===== src/rtl/async_fifo_rd_drain.sv =====
// Read-side drain engine for the asynchronous FIFO (read clock domain only).
// After a start request it pops exactly xfer_len words through the FIFO read
// port and presents them on a valid/ready stream through a 2-entry buffer.
// The last word of the transfer is tagged with m_last.
//
// Ports:
//   rclk, rrst_n        read clock, asynchronous active-low reset
//   start, xfer_len     transfer request (sampled in IDLE only) and word count
//   busy, done          transfer in progress / one-cycle completion pulse
//   rempty, rinc, rdata FIFO read port (first-word fall-through)
//   m_valid, m_ready,
//   m_data, m_last      output stream
//   rd_count            words accepted downstream in the current/last transfer
module async_fifo_rd_drain #(
   parameter int unsigned FIFO_DATA_WIDTH = 8,
   parameter int unsigned LEN_WIDTH       = 16
) (
   input  logic                       rclk,
   input  logic                       rrst_n,
   input  logic                       start,
   input  logic [LEN_WIDTH-1:0]       xfer_len,
   output logic                       busy,
   output logic                       done,
   input  logic                       rempty,
   output logic                       rinc,
   input  logic [FIFO_DATA_WIDTH-1:0] rdata,
   output logic                       m_valid,
   input  logic                       m_ready,
   output logic [FIFO_DATA_WIDTH-1:0] m_data,
   output logic                       m_last,
   output logic [LEN_WIDTH-1:0]       rd_count
);

   localparam int unsigned DW = FIFO_DATA_WIDTH;
   localparam int unsigned LW = LEN_WIDTH;

   typedef enum logic [1:0] {
      S_IDLE  = 2'd0,
      S_DRAIN = 2'd1,
      S_FLUSH = 2'd2,
      S_DONE  = 2'd3
   } state_t;

   state_t          state_q, state_n;
   logic [LW-1:0]   rem_pop_q, rem_pop_n;
   logic [LW-1:0]   rem_out_q, rem_out_n;
   logic [LW-1:0]   rd_count_q, rd_count_n;
   logic [1:0]      occ_q, occ_n;
   logic [DW-1:0]   head_q, head_n;
   logic [DW-1:0]   tail_q, tail_n;
   logic            busy_q, done_q, m_valid_q, m_last_q;
   logic            rinc_c;
   logic            hs_c;

   assign hs_c = m_valid_q & m_ready;

   // Next-state, counters and 2-entry buffer update
   always_comb begin
      state_n    = state_q;
      rem_pop_n  = rem_pop_q;
      rem_out_n  = rem_out_q;
      rd_count_n = rd_count_q;
      occ_n      = occ_q;
      head_n     = head_q;
      tail_n     = tail_q;
      rinc_c     = 1'b0;

      // Buffer is empty in IDLE, so a handshake never collides with a start.
      if (hs_c) begin
         rem_out_n  = rem_out_q - LW'(1);
         rd_count_n = rd_count_q + LW'(1);
      end

      case (state_q)
         S_IDLE: begin
            if (start) begin
               rem_pop_n  = xfer_len;
               rem_out_n  = xfer_len;
               rd_count_n = '0;
               state_n    = (xfer_len == '0) ? S_DONE : S_DRAIN;
            end
         end
         S_DRAIN: begin
            rinc_c = (rem_pop_q != '0) && !rempty && (occ_q < 2'd2);
            if (rinc_c) begin
               rem_pop_n = rem_pop_q - LW'(1);
               if (rem_pop_q == LW'(1)) state_n = S_FLUSH;
            end
         end
         S_FLUSH: begin
            if ((occ_q == 2'd0) && (rem_out_q == '0)) state_n = S_DONE;
         end
         default: begin
            state_n = S_IDLE;
         end
      endcase

      // Head always holds the presented word; tail only fills when head stalls.
      case (occ_q)
         2'd0: begin
            if (rinc_c) begin
               head_n = rdata;
               occ_n  = 2'd1;
            end
         end
         2'd1: begin
            if (rinc_c && hs_c) begin
               head_n = rdata;
            end else if (rinc_c) begin
               tail_n = rdata;
               occ_n  = 2'd2;
            end else if (hs_c) begin
               occ_n  = 2'd0;
            end
         end
         2'd2: begin
            if (hs_c) begin
               head_n = tail_q;
               occ_n  = 2'd1;
            end
         end
         default: begin
            occ_n = 2'd0;
         end
      endcase
   end

   // State, datapath and registered outputs
   always_ff @(posedge rclk or negedge rrst_n) begin
      if (!rrst_n) begin
         state_q    <= S_IDLE;
         rem_pop_q  <= '0;
         rem_out_q  <= '0;
         rd_count_q <= '0;
         occ_q      <= 2'd0;
         head_q     <= '0;
         tail_q     <= '0;
         busy_q     <= 1'b0;
         done_q     <= 1'b0;
         m_valid_q  <= 1'b0;
         m_last_q   <= 1'b0;
      end else begin
         state_q    <= state_n;
         rem_pop_q  <= rem_pop_n;
         rem_out_q  <= rem_out_n;
         rd_count_q <= rd_count_n;
         occ_q      <= occ_n;
         head_q     <= head_n;
         tail_q     <= tail_n;
         busy_q     <= (state_n == S_DRAIN) || (state_n == S_FLUSH);
         done_q     <= (state_n == S_DONE);
         m_valid_q  <= (occ_n != 2'd0);
         m_last_q   <= (occ_n != 2'd0) && (rem_out_n == LW'(1));
      end
   end

   assign rinc     = rinc_c;
   assign busy     = busy_q;
   assign done     = done_q;
   assign m_valid  = m_valid_q;
   assign m_data   = head_q;
   assign m_last   = m_last_q;
   assign rd_count = rd_count_q;

endmodule


===== config.mk =====
export PLATFORM = sky130hd
export DESIGN_NAME = async_fifo_rd_drain
export DESIGN_NICKNAME = d
export VERILOG_FILES = /design/src/rtl/async_fifo_rd_drain.sv
export SDC_FILE = /design/constraint.sdc
export NUM_CORES = 1
export LEC_CHECK = 0
export BUFFER_PORTS_ARGS = -buffer_cell sky130_fd_sc_hd__buf_2
export CORE_MARGIN = 2
export CORE_UTILIZATION = 52
export CTS_CLUSTER_SIZE = 30
export DETAILED_ROUTE_END_ITERATION = 7
export PLACE_DENSITY = 0.82
export SLEW_MARGIN = 5
export SYNTH_ARGS = -nofsm -noshare
export SYNTH_HDL_FRONTEND = slang
export SYNTH_SLANG_ARGS = --single-unit

===== constraint.sdc =====
create_clock -name rclk -period 2.23 [get_ports rclk]
set_input_delay 0.3345 -clock rclk [delete_from_list [all_inputs] [get_ports rclk]]
set_output_delay 0.3345 -clock rclk [all_outputs]
set_load 0.01 [all_outputs]

==> metrics.md <==
| Metric | Value |
|---|---|
| Final setup fails | `6` |
| Starting DRT DRC Count | `230` |
| Commonest cells after routing, fill and taps aside | `dfrtp_1, buf_2, buf_4, nor2_1, o21ai_0` |
| Port bufs | `57` |
| Antenna violations before repair | `0` |
| Area growth from synthesis to layout | `33.43%` |
| Worst R2R Setup Slack | `-0.01 ns` |
| First-pass GRT wire length | `17,460 um` |
| CTS H-tree depth | `3` |
| Die area | `0.008163 mm2` |
| Commonest non-fill, non-tap cell in the layout | `dfrtp_1` |
| CTS tree | `built` |
| Largest delay share family, worst path | `simple AND/OR/NAND/NOR gates` |
| Root buf cell | `clkbuf_8` |
| Failing checks | `negative hold slack, negative setup slack` |
| Routed vias | `~3,700` |
| Most used flip-flop cell after synthesis | `dfrtp_1` |
| Tcrit/Tclk final | `1.007` |
| Initial core utilization | `0.5346` |
| Crit path DAT | `around 2.5 ns` |
| Final Max Slew Viols | `0` |
| Crit path largest cell delay | `slightly below 0.6 ns` |
| Crit path launch type | `register` |
| Final Hold Slack | `-0.01973 ns` |
| HPWL Detailed | `7182 um` |
| Crit Path Class | `register to register` |
| DRC viols | `0` |
| Gr ovfl total | `0` |
| Final Skew | `a little under 0.008 ns` |
| FMAX | `445.5 MHz` |
| Cts bufs inserted | `9` |
| Max Cap Viol | `0` |
| Syn Nets | `about 450` |
| Mean area per synthesized cell | `around 9.4 um2` |
| Multi-input logic area | `~0.0022 mm2` |
| Fill cells | `~560` |
| Synth async-reset ratio | `1.000` |
| Core Region | `0.007253 mm2` |
| CTS max path bufs | `2` |
| Netlist cell types | `59` |
| N_diodes | `0` |
| Vias in the first global route | `~3,600` |
| Vias per std cell | `approximately 5.9` |
| PD cells | `1359 mW/mm2` |
| HP Class | `input port to async pin` |
| Worst-Margin Slew | `0.4452 ns` |
| Worst-Skew Late Latency | `0.35 ns` |
| FP Rows | `31` |
| Tmin final | `2.245 ns` |
| Status | `finished, violations left` |
| Total GRT Usage | `0.2660` |
| Crit path cell chain | `or4_4 > nor4_4 > nor4_4 > buf_4 > buf_6 > a2bb2oi_4 > clkbuf_16 > o21ai_1` |
| TritonRoute pass-1 iters | `5` |
| Final Hold Fails | `6` |
| CP Max Fanout | `8` |
| Layout Nets | `557` |
| I/O pin cnt | `58` |
| Seq/Total Area, Yosys | `0.4647` |
| Buf+Inv Stages, Crit Path | `3` |
| Share of cells above drive strength 1 | `0.3548` |
| Critical path endpoint category | `register` |
| Peak supply drop | `roughly 0.77 mV` |
| Antenna Nets Post-Route | `0` |
| Req. time, crit path | `2.48 ns` |
| Seq cells post-synth | `72` |
| TNS Setup | `-0.04070 ns` |
| Die H | `90.35 um` |
| Final Worst Setup Slack | `-0.01474 ns` |
| Worst-path clk slew | `0.08 ns` |
| CTS Sinks | `a little over 70` |
| LEAKAGE | `2.324 nW` |
| Final Non-Filler Cells | `626` |
| Placed insts | `594` |
| Post-Synthesis Cells | `413` |
| RSZ-0062 raised after global routing | `yes` |
| Synth warn | `0` |
| RePlAce Congestion | `0.8699` |
| Rel. slew slack | `0.7009` |
| Die Wd | `90.35 um` |
| Routed len/inst | `17.15 um` |
| Total routed wirelength | `10,740 um` |
| Mapped Area | `0.003877 mm2` |
| Largest net degree at the start of global routing | `73` |
| Register area | `~0.0018 mm2` |
| Number of synthesized flops with an enable pin | `0` |
| Slowest-stage cell, CP | `or4_4` |
| Most used cell, CP | `nor4_4` |
-- metrics by stage --
stage	instance area, um2	total power [W]	utilization	setup slack (ns)
CTS	5029	0.006716	0.6933	-0.05682
global route	5174	0.007488	0.7133	-0.07500
global placement	4614	0.005065	0.6362	-0.05017
finish	5174	0.007031	0.7133	-0.01474
detailed placement	4614	0.005201	0.6362	-0.1355
floorplan	3910	0.003990	-	0.004451
-- report_power, final --
group | total [W] | internal (W) | switching (W)
sequential | 0.00229 | 0.00183 | 0.000458
combinational | 0.00355 | 0.00169 | 0.00186
clock | 0.00120 | 0.000667 | 0.000531
-- cell usage after synthesis, drive strengths merged, types with 2 or more instances --
| cell | number | share of area |
|---|---|---|
| nor4 | 16 | 0.031 |
| xnor2 | 13 | 0.029 |
| o21a | 3 | 0.0058 |
| or3 | 8 | 0.013 |
| a2bb2oi | 2 | 0.0061 |
| a31oi | 3 | 0.0048 |
| nand4 | 5 | 0.0081 |
| nor2 | 49 | 0.048 |
| clkbuf | 14 | 0.015 |
| xor2 | 13 | 0.029 |
| nand4b | 2 | 0.0045 |
| nor4bb | 2 | 0.0052 |
| buf | 5 | 0.0058 |
| nand2 | 35 | 0.034 |
| o22ai | 2 | 0.0032 |
| or4b | 3 | 0.0077 |
| mux2i | 10 | 0.026 |
| and3 | 2 | 0.0032 |
| and4 | 2 | 0.0045 |
| a32oi | 3 | 0.0068 |
| a21oi | 22 | 0.028 |
| o21ai | 44 | 0.058 |
| o211ai | 2 | 0.0039 |
| nor3 | 10 | 0.013 |
| o2bb2ai | 2 | 0.0045 |
| or4 | 6 | 0.013 |
| inv | 9 | 0.0087 |
| nand3b | 2 | 0.0039 |
| and2 | 3 | 0.0048 |
| ha | 6 | 0.019 |
| mux2 | 8 | 0.023 |
| dfrtp | 72 | 0.46 |
| nand2b | 5 | 0.0081 |
| a22oi | 4 | 0.0077 |
| nand3 | 12 | 0.015 |
-- registers in the layout, summed over array words and instances (netlist names), 2 cells and up --
register   flops
rd_count      16
rem_out_q     16
rem_pop_q     16
m_data         8
tail_q         8
occ_q          2
state_q        2
-- cell type report --
class | count | share of cell area
Tap cell | 99 | 0.02394
Multi-Input combinational cell | 313 | 0.4227
Sequential cell | 72 | 0.3485
Clock buffer | 10 | 0.02660
Inverter | 9 | 0.006530
Clock inverter | 6 | 0.01741
Timing Repair Buffer | 117 | 0.1543
-- final timing paths --
kind                                   start            end  depth (start not counted)
worst max-delay path            rem_pop_q[2]      m_data[2]                          8
worst min-delay path                  rrst_n  rem_out_q[11]                          2
worst max register to register  rem_pop_q[2]      m_data[2]                          8
worst min register to register     m_data[4]      m_data[4]                          2
max in group asynchronous             rrst_n  rem_out_q[13]                          2
min in group rclk                   rdata[5]      tail_q[5]                          2
-- what timing repair did --
action | 4_1_cts | 5_1_grt
gates resized for setup | 27 | 24
pin swaps | 9 | 12
setup buffers | 10 | 5
endpoints found under the setup margin | 18 | 34
gates cloned | 0 | 1
hold buffers | 0 | 0
-- routing by layer --
layer,GRT usage,vias up,share of wire
met5,0,-,0
met4,0.1000,0,0.025
met3,0.05927,22,0.066
met2,0.4386,156,0.49
met1,0.3445,1783,0.42
li1,-,1714,-
-- kinds of logic (layout without fill, tap and decap cells) --
logic type               after synthesis  after routing  share of synthesized area
AND/OR/NAND/NOR                      168            168                     0.2323
XOR/XNOR                              26             26                    0.05873
buffers and inverters                 28            142                    0.02904
multiplexers                          18             18                    0.04905
adder cells (fa/ha/maj)                6              6                    0.01936
AO/OA/AOI/OAI                         95             95                     0.1468
flip-flops                            72             72                     0.4647
Note: power is estimated with default switching activity, not from simulation.
